## src/rtl/mem_request_initiator_pkg.sv

```systemverilog
// Shared encodings for the data-memory request initiator.
// Holds FSM state codes, op codes and the request decoder.
package mem_request_initiator_pkg;

  localparam int unsigned DEFAULT_DATA_W = 16;
  localparam int unsigned CNT_W          = 16;
  localparam int unsigned STATE_W        = 3;
  localparam int unsigned OP_W           = 2;

  typedef logic [STATE_W-1:0] state_t;
  typedef logic [OP_W-1:0]    op_t;

  localparam state_t IDLE   = 3'd0;
  localparam state_t SETUP  = 3'd1;
  localparam state_t STROBE = 3'd2;
  localparam state_t CLEAR  = 3'd3;
  localparam state_t DRAIN  = 3'd4;
  localparam state_t RESP   = 3'd5;

  localparam op_t OP_NONE    = 2'd0;
  localparam op_t OP_LOAD    = 2'd1;
  localparam op_t OP_STORE   = 2'd2;
  localparam op_t OP_ILLEGAL = 2'd3;

  // Both strobes high is not a valid memory operation.
  function automatic op_t decode_op(input logic rd, input logic wr);
    op_t op;
    if (rd && wr)  op = OP_ILLEGAL;
    else if (wr)   op = OP_STORE;
    else if (rd)   op = OP_LOAD;
    else           op = OP_NONE;
    return op;
  endfunction

endpackage

```

## src/rtl/mem_request_initiator_timeout_counter.sv

```systemverilog
// Cycle counter bounding the wait in STROBE and DRAIN.
// expire_c flags the cycle whose increment reaches LIMIT.
module mem_timeout_counter
  import mem_request_initiator_pkg::*;
#(
  parameter int unsigned LIMIT = 255
) (
  input  logic clk,
  input  logic resetN,
  input  logic clear,
  input  logic enable,
  output logic expire_c
);

  logic [CNT_W-1:0] count;

  always_ff @(posedge clk or negedge resetN) begin
    if (!resetN)      count <= '0;
    else if (clear)   count <= '0;
    else if (enable)  count <= count + CNT_W'(1);
  end

  assign expire_c = enable && (count == CNT_W'(LIMIT - 1));

endmodule

```

## src/rtl/mem_request_initiator.sv

```systemverilog
// Initiator side of the data-memory load/store handshake.
// One request at a time: setup, strobe, clear the responder, respond.
module mem_request_initiator
  import mem_request_initiator_pkg::*;
#(
  parameter int unsigned DATA_W         = DEFAULT_DATA_W,
  parameter int unsigned TIMEOUT_CYCLES = 255
) (
  input  logic              clk,
  input  logic              resetN,
  input  logic              exValid,
  input  logic              exMemRead,
  input  logic              exMemWrite,
  input  logic [DATA_W-1:0] exResult,
  input  logic [DATA_W-1:0] exRd2,
  output logic              exReady,
  output logic              memRead,
  output logic              memWrite,
  output logic [DATA_W-1:0] result,
  output logic [DATA_W-1:0] rd2,
  output logic              executeComplete,
  output logic              resetDataMemory,
  input  logic              memoryOperationComplete,
  input  logic [DATA_W-1:0] rdata,
  output logic              wbValid,
  input  logic              wbReady,
  output logic [DATA_W-1:0] wbData,
  output logic              wbIsStore,
  output logic              wbError
);

  state_t state_q, state_d;
  op_t    op_q, op_d, req_op;
  logic   seen_low_q, seen_low_d;
  logic   accept, mem_done, expire, cnt_enable, cnt_clear;

  logic              mem_read_d, mem_write_d, exec_d, clear_d, wb_valid_d;
  logic              wb_is_store_d, wb_error_d;
  logic [DATA_W-1:0] result_d, rd2_d, wb_data_d;

  assign exReady = (state_q == IDLE);
  assign accept  = exValid && exReady;
  assign req_op  = decode_op(exMemRead, exMemWrite);
  // A complete flag left stale by a reset only counts once it has dropped.
  assign mem_done = memoryOperationComplete && seen_low_q;

  assign cnt_enable = (state_q == STROBE) || (state_q == DRAIN);
  assign cnt_clear  = !((state_d == STROBE) || (state_d == DRAIN));

  mem_timeout_counter #(.LIMIT(TIMEOUT_CYCLES)) u_timeout (
    .clk      (clk),
    .resetN   (resetN),
    .clear    (cnt_clear),
    .enable   (cnt_enable),
    .expire_c (expire)
  );

  always_ff @(posedge clk or negedge resetN) begin
    if (!resetN) state_q <= IDLE;
    else         state_q <= state_d;
  end

  always_comb begin
    state_d = state_q;
    case (state_q)
      IDLE:    if (accept) state_d = (req_op == OP_ILLEGAL) ? RESP : SETUP;
      SETUP:   state_d = STROBE;
      STROBE:  if (mem_done || expire) state_d = CLEAR;
      CLEAR:   state_d = memoryOperationComplete ? DRAIN : RESP;
      DRAIN:   if (!memoryOperationComplete || expire) state_d = RESP;
      RESP:    if (wbReady) state_d = IDLE;
      default: state_d = IDLE;
    endcase
  end

  // Next values of the registered outputs, decoded from the next state.
  always_comb begin
    op_d          = op_q;
    seen_low_d    = seen_low_q;
    result_d      = result;
    rd2_d         = rd2;
    wb_data_d     = wbData;
    wb_is_store_d = wbIsStore;
    wb_error_d    = wbError;
    if (accept) begin
      op_d          = req_op;
      seen_low_d    = 1'b0;
      result_d      = exResult;
      rd2_d         = exRd2;
      wb_data_d     = '0;
      wb_is_store_d = (req_op == OP_STORE);
      wb_error_d    = (req_op == OP_ILLEGAL);
    end
    if (((state_q == SETUP) || (state_q == STROBE)) && !memoryOperationComplete)
      seen_low_d = 1'b1;
    if (state_q == STROBE) begin
      if (mem_done) begin
        if ((op_q == OP_LOAD) || (op_q == OP_NONE)) wb_data_d = rdata;
      end else if (expire) begin
        wb_error_d = 1'b1;
      end
    end
    if ((state_q == DRAIN) && memoryOperationComplete && expire) begin
      wb_error_d = 1'b1;
      wb_data_d  = '0;
    end
    mem_read_d  = (state_d != IDLE) && (op_d == OP_LOAD);
    mem_write_d = (state_d != IDLE) && (op_d == OP_STORE);
    exec_d      = (state_d == STROBE);
    clear_d     = (state_d == CLEAR);
    wb_valid_d  = (state_d == RESP);
  end

  always_ff @(posedge clk or negedge resetN) begin
    if (!resetN) begin
      op_q            <= OP_NONE;
      seen_low_q      <= 1'b0;
      memRead         <= 1'b0;
      memWrite        <= 1'b0;
      result          <= '0;
      rd2             <= '0;
      executeComplete <= 1'b0;
      resetDataMemory <= 1'b0;
      wbValid         <= 1'b0;
      wbData          <= '0;
      wbIsStore       <= 1'b0;
      wbError         <= 1'b0;
    end else begin
      op_q            <= op_d;
      seen_low_q      <= seen_low_d;
      memRead         <= mem_read_d;
      memWrite        <= mem_write_d;
      result          <= result_d;
      rd2             <= rd2_d;
      executeComplete <= exec_d;
      resetDataMemory <= clear_d;
      wbValid         <= wb_valid_d;
      wbData          <= wb_data_d;
      wbIsStore       <= wb_is_store_d;
      wbError         <= wb_error_d;
    end
  end

endmodule
```

## config.mk

```make
export PLATFORM = sky130hd
export DESIGN_NAME = mem_request_initiator
export DESIGN_NICKNAME = d
export VERILOG_FILES = /design/src/rtl/mem_request_initiator_pkg.sv /design/src/rtl/mem_request_initiator_timeout_counter.sv /design/src/rtl/mem_request_initiator.sv
export SDC_FILE = /design/constraint.sdc
export NUM_CORES = 1
export LEC_CHECK = 0
export CORE_ASPECT_RATIO = 1.4
export CORE_MARGIN = 4
export CORE_UTILIZATION = 33
export DETAILED_ROUTE_END_ITERATION = 6
export MAX_ROUTING_LAYER = met4
export PLACE_DENSITY_LB_ADDON = 0.1
export SLEW_MARGIN = 20
export SYNTH_ARGS = -nofsm -noshare
export SYNTH_HDL_FRONTEND = slang
export SYNTH_SLANG_ARGS = --single-unit
```

## constraint.sdc

```tcl
create_clock -name clk -period 2.5 [get_ports clk]
set_input_delay 0.25 -clock clk [delete_from_list [all_inputs] [get_ports clk]]
set_output_delay 0.25 -clock clk [all_outputs]
set_load 0.005 [all_outputs]
```

# ---- After elaboration in Yosys (flattened, before gate mapping)
# Index checks and enable logic that the tools add are counted.
dict set report word_totals {
  reg_bits 77
  out_inout_bits 56
  inputBits 55
  wordCells 76
}
dict set report op_classes {
  n_addsub 1
  n_eq_ne 16
  n_reduce_logical 20
  muxes 25
}
# op n
set ops {}
lappend ops {{$mux W16} 7}
lappend ops {{$pmux W3 S6} 1}
lappend ops {{$add A16 B1 Y16 const B} 1}
lappend ops {{$eq A16 B8 Y1 const B} 1}
lappend ops {{$mux W3} 5}
lappend ops {{$eq A3 B2 Y1 const B} 4}
lappend ops {{$eq A3 B3 Y1 const B} 4}
lappend ops {{$logic_and A1 B1 Y1} 9}
lappend ops {{$mux W1} 9}
lappend ops {{$eq A2 B2 Y1 const B} 3}
lappend ops {{$logic_or A1 B1 Y1} 6}
lappend ops {{$mux W2} 3}
lappend ops {{$eq A2 B1 Y1 const B} 2}
lappend ops {{$eq A3 B1 Y1 const B} 1}
lappend ops {{$logic_not A3 Y1} 1}
lappend ops {{$reduce_bool A3 Y1} 1}
lappend ops {{$logic_not A2 Y1} 1}
lappend ops {{$ne A2 B1 Y1 const B} 1}
lappend ops {{$reduce_bool A2 Y1} 1}
lappend ops {{$logic_not A1 Y1} 1}

# ---- Logic depth before layout (Yosys ltp)
# Gate-level depths: netlist of run 1.
dict set report depth {
  word_depth 10
  mapped_depth 7
  mapped_depth_nobuf 5
}

# ---- Cells and area by module
# Synthesis of run 1 repeated with hierarchy kept, for this count alone.
dict set report hier_totals {
  hier_cells 357
  hier_area_um2 3377.0
}
# mod instances seq_area_each_um2 cells_per_inst area_per_inst_um2
set by_module_without_submodules {}
lappend by_module_without_submodules {mem_request_initiator 1 1526.5 267 2512.4}
lappend by_module_without_submodules {mem_timeout_counter 1 400.4 90 864.6}

# ---- Worst setup path after synthesis of run 1
# Ideal clock, no wire load.
dict set report synth_path {
  path_type {register to register}
  start {register state_q[0]}
  end {register rd2[10]}
  required_ps 2375
  path_stages_with_launch 6
  path_buffers 3
  setup_ps 125
  synth_period_minus_slack_ps 1853
  arrival_time_ps 1729
  slack_ps 647
  cell_sequence {dfrtp_1 clkbuf_1 nor4b_2 buf_2 buf_2 mux2_2}
}
dict set report synth_via {
  elab_chain_len 2
}
# element line
set synth_rtl {}
lappend synth_rtl {{start, declared} mem_request_initiator.sv:32} ;# state_t state_q, state_d;
lappend synth_rtl {{start signal, assigned} mem_request_initiator.sv:60} ;# else state_q <= state_d;
lappend synth_rtl {{$logic_not A3 Y1} mem_request_initiator.sv:41} ;# assign exReady = (state_q == IDLE);
lappend synth_rtl {{$logic_and A1 B1 Y1} mem_request_initiator.sv:42} ;# assign accept = exValid && exReady;
lappend synth_rtl {{end signal, assigned} mem_request_initiator.sv:134} ;# rd2 <= rd2_d;
lappend synth_rtl {{end, declared} mem_request_initiator.sv:20} ;# output logic [DATA_W-1:0] rd2,
# Every way passes these cells.
# A chain may end at the register's enable or synchronous reset.

# ---- Worst setup path after layout of run 1
dict set report layout_path {
  start {register state_q[2]}
  end {output port exReady}
}
dict set report layout_via {
  elab_chain_len 1
}
# element line
set layout_rtl {}
lappend layout_rtl {{$logic_not A3 Y1} mem_request_initiator.sv:41}
lappend layout_rtl {{end, declared} mem_request_initiator.sv:16} ;# output logic exReady,
# Every way passes these cells.

==> results.sh, run 1 <==
export IMPL_outcome="finished clean"
export IMPL_synth_seq_cells=77
export IMPL_rows=43
export IMPL_r2r_end="memWrite"
export IMPL_root_buffer="clkbuf_16"
export IMPL_cts_repair_resized=0
export IMPL_grt_pass1_wl_um=14200
export IMPL_rr_worst_depth=5
export IMPL_grt_antenna_before_repair=0
export IMPL_fp_dieH_um=129
export IMPL_final_setup_tns_ns=0
export IMPL_power_frac_clock_pct=24.9
export IMPL_antenna_cells=0
export IMPL_maxCapViolCount=0
export IMPL_intPower_uw=3990
export IMPL_rsz0062_at_grt="false"
export IMPL_skew_ns=0.00447
export IMPL_synth_main_ff_cell="dfrtp_1"
export IMPL_cts_clk_slew_worst_paths_ns=0.06
export IMPL_num_fill_cells=931
export IMPL_async_reset_ff_share_pct=100
export IMPL_start_kind="flip-flop"
export IMPL_critPathRequiredTime_ns=2.25
export IMPL_ant_nets=0
export IMPL_cts_sinks=77
export IMPL_hold_viol=0
export IMPL_switching_share_pct=29.5
export IMPL_worstHoldPathType="primary input to asynchronous set/reset pin"
export IMPL_r2r_slack_ns=0.50
export IMPL_portBuffers=110
export IMPL_vias=2636
export IMPL_syn_cell_area_um2=3430
export IMPL_maxSlewHeadroom_pct=66.4
export IMPL_post_drt_via_cell_ratio=4.83
export IMPL_grt_max_degree=40
export IMPL_placed_area_um2=4730
export IMPL_wl_per_cell_um=15.7
export IMPL_dr_pass1_iters=4
export IMPL_dp_hpwl_um=6270
export IMPL_synthToLayoutAreaGrowth_pct=47.8
export IMPL_grt_pass1_vias=2726
export IMPL_power_leakage_uw=0.00210
export IMPL_synth_cell_type_count=48
export IMPL_p_switching_uw=1670
export IMPL_route_met2_wl_um=4100
export IMPL_crit_arrival_ns=1.76
export IMPL_drive_gt1_share_pct=16.5
export IMPL_routed_wl_met3_um=391
export IMPL_drt_iter0_drc=61
export IMPL_grt_usage_pct=15.3
export IMPL_crit_type="flip-flop to primary output"
export IMPL_area_sequential_um2=1930
export IMPL_cts_tree="built"
export IMPL_synth_fp_nets=344
export IMPL_ios=111
export IMPL_m1WireLength_um=3950
export IMPL_setup_violations=0
export IMPL_multi_input_area_um2=1400
export IMPL_startpoint="state_q[2]"
export IMPL_p_per_area_nw_per_um2=1120
export IMPL_initial_core_util_pct=34.2
export IMPL_layout_min_cycle_time_ns=2.01
export IMPL_final_design_area_no_fill_um2=5070
export IMPL_p_seq_share_pct=35.3
export IMPL_design_core_area_um2=10000
export IMPL_ir_worst_vdd_mv=0.410
export IMPL_highest_layer="met4"
export IMPL_crit_end="exReady"
export IMPL_numCtsBuffers=9
export IMPL_drc=0
export IMPL_h_tree_depth=3
export IMPL_grt_overflow=0
export IMPL_cts_setup_buffers=0
export IMPL_critPathCaptureType="primary output"
export IMPL_totalWireLength_um=8560
export IMPL_netlist_instances=287
export IMPL_worstPathMaxFanout=9
export IMPL_ys_warn_count=0
export IMPL_nets=463
export IMPL_die_area_um2=12100
export IMPL_routabilityCongestion=0.737
export IMPL_max_freq_mhz=497
export IMPL_p_comb_share_pct=39.7
export IMPL_period_share_pct=80.4
export IMPL_r2r_start="state_q[2]"
export IMPL_syn_avg_cell_area_um2=11.9
export IMPL_synth_edff_count=0
export IMPL_cts_buffer_depth=2
export IMPL_worst_pin_slew_ns=0.504
export IMPL_ys_seq_area_share_pct=56.2
export IMPL_die_w_um=94.1
export IMPL_final_max_slew_viol_count=0
export IMPL_clk_latency_ns=0.33
layer usage:
metal | vias up | track usage, %
met5 | - | -
met4 | 0 | 5.10
met3 | 12 | 3.45
met2 | 73 | 23.8
met1 | 1273 | 19.9
li1 | 1278 | -
placed cells by master, fill, tap and decap left out, types with 2 or more instances in the layout:
master,n
and3_1,4
or3_1,3
clkbuf_16,9
nor4_1,3
a22oi_1,17
mux2_2,34
inv_1,9
a311oi_1,2
a211oi_1,5
nor2_1,21
nor3_1,16
o31ai_1,2
and4_1,2
dfrtp_1,77
nor2b_1,2
nand2_1,9
a21boi_0,2
nand3_1,3
xnor2_1,7
nand2b_1,5
o21a_1,2
and2_1,2
ha_1,2
nand4_1,5
or4_1,2
bufinv_16,2
nand3b_1,2
and4b_1,2
o21ai_0,10
clkinvlp_4,2
buf_4,12
a21o_1,3
xor2_1,4
clkdlybuf4s50_1,109
how the worst min path moves through the flow:
stage	startpoint	to	cells after the start
5_1_grt	resetN	rd2[7]	2
6_report	resetN	rd2[10]	2
3_3_place_gp	resetN	rd2[10]	1
3_5_place_dp	resetN	rd2[10]	1
4_1_cts	resetN	rd2[8]	2
2_1_floorplan	resetN	executeComplete	0
through the flow:
step	cells	power, µW	util (%)	hold WS, ns	worst slack (ns)
6_report	546	5670	50.6	0.435	0.489
5_1_grt	546	6070	50.6	0.492	0.335
4_1_cts	546	5760	50.6	0.455	0.447
3_5_place_dp	529	4330	47.3	0.261	0.449
3_3_place_gp	529	4290	47.3	0.253	0.531
2_1_floorplan	287	3050	-	-0.0456	0.647
worst max-delay path, cell delays in order (launching register included):
cell and delay [ns]:
dfrtp_1 0.51, buf_4 0.24, nor3_1 0.15, clkdlybuf4s50_1 0.54
cell type report:
| cell class | instances | share of cell area, % |
|---|---|---|
| tap | 135 | 3.33 |
| timing repair buffer | 123 | 23.9 |
| sequential | 77 | 38.0 |
| multi-input combinational | 186 | 27.6 |
| clock inverter | 5 | 1.65 |
| inverter | 9 | 0.667 |
| clock buffer | 11 | 4.79 |
state kept, by name, indices dropped and copies added, names as in the netlist:
register	flops
memRead	1
result	16
wbData	16
executeComplete	1
wbIsStore	1
seen_low_q	1
wbError	1
state_q	3
rd2	16
wbValid	1
u_timeout.count	16
memWrite	1
op_q	2
resetDataMemory	1
synth_stat cells, types with 2 or more instances:
cell      count  area (µm²)
a311oi_1      2        17.5
o21ai_0      10        50.1
o21a_1        2        15.0
nor3_1       16        80.1
nor4_1        3        18.8
xor2_1        4        35.0
and3_1        4        25.0
o31ai_1       2        15.0
and2_1        2        12.5
mux2_2       34         383
buf_2         7        35.0
dfrtp_1      77        1930
inv_1         9        33.8
or4_1         2        15.0
a21o_1        3        22.5
nand4_1       5        31.3
and4b_1       2        20.0
a21boi_0      2        15.0
ha_1          2        25.0
nor2_1       21        78.8
xnor2_1       7        61.3
nand2b_1      5        31.3
nand3_1       3        15.0
and4_1        2        17.5
nand2_1       9        33.8
a211oi_1      5        37.5
or3_1         3        18.8
clkbuf_1      6        22.5
nand3b_1      2        15.0
nor2b_1       2        12.5
a22oi_1      17         128
repair_timing:
| item | in CTS | in global routing |
|---|---|---|
| hold endpoints to repair | 37 | 0 |
| setup endpoints to repair | 0 | 0 |
| hold buffers | 1 | 0 |
power by group through the flow:
stage / Combinational (µW) / Sequential, µW / Clock, µW
final: 2250 / 2000 / 1410
after global routing: 2470 / 2080 / 1510
after CTS: 2300 / 2010 / 1450
after detailed placement: 2290 / 2030 / 0
after global placement: 2270 / 2020 / 0
after floorplan: 1050 / 2010 / 0
cell families (layout without fill, tap and decap cells):
logic type,after synthesis,in the layout,share of synthesized area [%]
adders and majority gates,2,2,0.730
and+or+nand+nor,88,88,14.6
DFF,77,77,56.2
buffers and inverters,24,148,3.21
xor gates and xnor gates,13,13,4.09
AOI/OAI and AO/OA,49,49,10.0
muxes,34,34,11.2
No activity file was read; power rests on OpenSTA's default activity.
==> run 2, diff against run 1 <==
==> constraint.sdc (replaced) <==
create_clock -name clk -period 1.95 [get_ports clk]
set_input_delay 0.195 -clock clk [delete_from_list [all_inputs] [get_ports clk]]
set_output_delay 0.195 -clock clk [all_outputs]
set_load 0.005 [all_outputs]
==> run 2 against run 1 <==
Compared with the run above: register-to-register slack lost 0.34 ns; flip-flop and latch count unchanged; critical path depth did not move; highest routed layer unchanged.
==> results.sh, run 2 (synthesis results as in run 1) <==
export IMPL_route_met2_wl_um=4200
export IMPL_clk_latency_ns=0.34
export IMPL_portBuffers=110
export IMPL_grt_overflow=0
export IMPL_worstHoldPathType="primary input to asynchronous set/reset pin"
export IMPL_dr_pass1_iters=4
export IMPL_post_drt_via_cell_ratio=4.83
export IMPL_critPathCaptureType="primary output"
export IMPL_numCtsBuffers=9
export IMPL_layout_min_cycle_time_ns=1.85
export IMPL_period_share_pct=94.7
export IMPL_die_w_um=94.1
export IMPL_routabilityCongestion=0.781
export IMPL_final_setup_tns_ns=0
export IMPL_skew_ns=0.00586
export IMPL_cts_clk_slew_worst_paths_ns=0.06
export IMPL_crit_arrival_ns=1.65
export IMPL_final_instance_count_excl_fill=556
export IMPL_die_area_um2=12100
export IMPL_vias=2684
export IMPL_num_fill_cells=939
export IMPL_grt_pass1_vias=2744
export IMPL_highest_layer="met4"
export IMPL_totalWireLength_um=8720
export IMPL_layout_common_cells="clkdlybuf4s50_1, dfrtp_1, mux2_2"
export IMPL_synthToLayoutAreaGrowth_pct=50.6
export IMPL_grt_usage_pct=15.3
export IMPL_maxCapViolCount=0
export IMPL_drt_iter0_drc=79
export IMPL_setup_violations=0
export IMPL_placed_cells_incl_taps=536
export IMPL_ant_nets=0
export IMPL_initial_core_util_pct=34.2
export IMPL_final_max_slew_viol_count=0
export IMPL_maxSlewHeadroom_pct=68.0
export IMPL_routed_wl_met3_um=448
export IMPL_power_leakage_uw=0.00214
export IMPL_worstPathMaxFanout=8
export IMPL_antenna_cells=0
export IMPL_drive_gt1_share_pct=20.2
export IMPL_start_kind="flip-flop"
export IMPL_p_per_area_nw_per_um2=1420
export IMPL_grt_max_degree=43
export IMPL_hold_viol=0
export IMPL_layout_commonest_cell="clkdlybuf4s50_1"
export IMPL_rows=43
export IMPL_design_core_area_um2=10000
export IMPL_fp_dieH_um=129
export IMPL_wl_per_cell_um=15.7
export IMPL_crit_type="flip-flop to primary output"
export IMPL_rsz0062_at_grt="false"
export IMPL_h_tree_depth=3
export IMPL_ir_worst_vdd_mv=0.787
export IMPL_cts_tree="built"
export IMPL_critPathRequiredTime_ns=1.75
export IMPL_drc=0
export IMPL_max_freq_mhz=541
export IMPL_grt_pass1_wl_um=14100
export IMPL_cts_sinks=77
export IMPL_nets=473
export IMPL_outcome="finished clean"
export IMPL_root_buffer="clkbuf_16"
export IMPL_worst_pin_slew_ns=0.476
export IMPL_dp_hpwl_um=6350
export IMPL_grt_antenna_before_repair=0
export IMPL_m1WireLength_um=3950
export IMPL_power_uw=7320
export IMPL_cts_buffer_depth=2
export IMPL_ios=111
[run 2: per-stage QoR]
| stage | util [%] | setup slack, ns | cell area (µm²) | hold WS, ns |
|---|---|---|---|---|
| finish | 51.6 | 0.103 | 5160 | 0.359 |
| global route | 51.6 | 0.00901 | 5160 | 0.400 |
| CTS | 51.4 | 0.0149 | 5140 | 0.365 |
| detailed placement | 48.0 | 0.0290 | 4810 | 0.185 |
| global placement | 48.0 | 0.0873 | 4810 | 0.186 |
| floorplan | - | 0.0965 | 3430 | -0.101 |
[run 2: area by class of cell]
class | count | area (µm²) | share of cell area, %
inverter | 9 | 33.8 | 0.655
clock buffer | 9 | 225 | 4.36
clock inverter | 7 | 75.1 | 1.45
timing repair buffer | 133 | 1310 | 25.4
multi-input combinational | 186 | 1420 | 27.4
tap | 135 | 169 | 3.27
sequential | 77 | 1930 | 37.4
[run 2: timing repair]
| action | in CTS | in global routing |
|---|---|---|
| buffers inserted | 3 | 0 |
| setup endpoints to repair | 2 | 3 |
| pin swaps | 0 | 0 |
| hold endpoints to repair | 35 | 0 |
| hold buffers | 1 | 0 |
| gates resized for setup | 3 | 3 |
[run 2: path summary, 6_finish.rpt]
path,start,end,slack [ns],cells past startpoint
worst max-delay path,state_q[0],exReady,0.10,3
worst min-delay path,resetN,rd2[13],0.36,2
worst max register to register,state_q[2],rd2[0],0.16,5
worst min register to register,result[1],result[1],0.50,1
max in group asynchronous,resetN,rd2[1],1.00,3
min in group clk,exRd2[13],rd2[13],0.47,2
[run 2: metal layers]
layer  global-route usage, %  up-vias
met1                    19.4     1299
met4                    5.10        0
met5                       -        -
met3                    3.74       10
li1                        -     1299
met2                    24.2       76
[run 2: power by group]
group	leakage [µW]	switching, µW	total [µW]	internal, µW
clock network	0.000138	694	1690	995
logic	0.00102	1200	3100	1900
registers	0.000980	332	2530	2200
total	0.00214	2230	7320	5090
[run 2: critical path: stages, from the launching register on]
cell and delay [ns]:
dfrtp_2 0.45, buf_4 0.18, nor3_2 0.16, clkdlybuf4s50_1 0.52
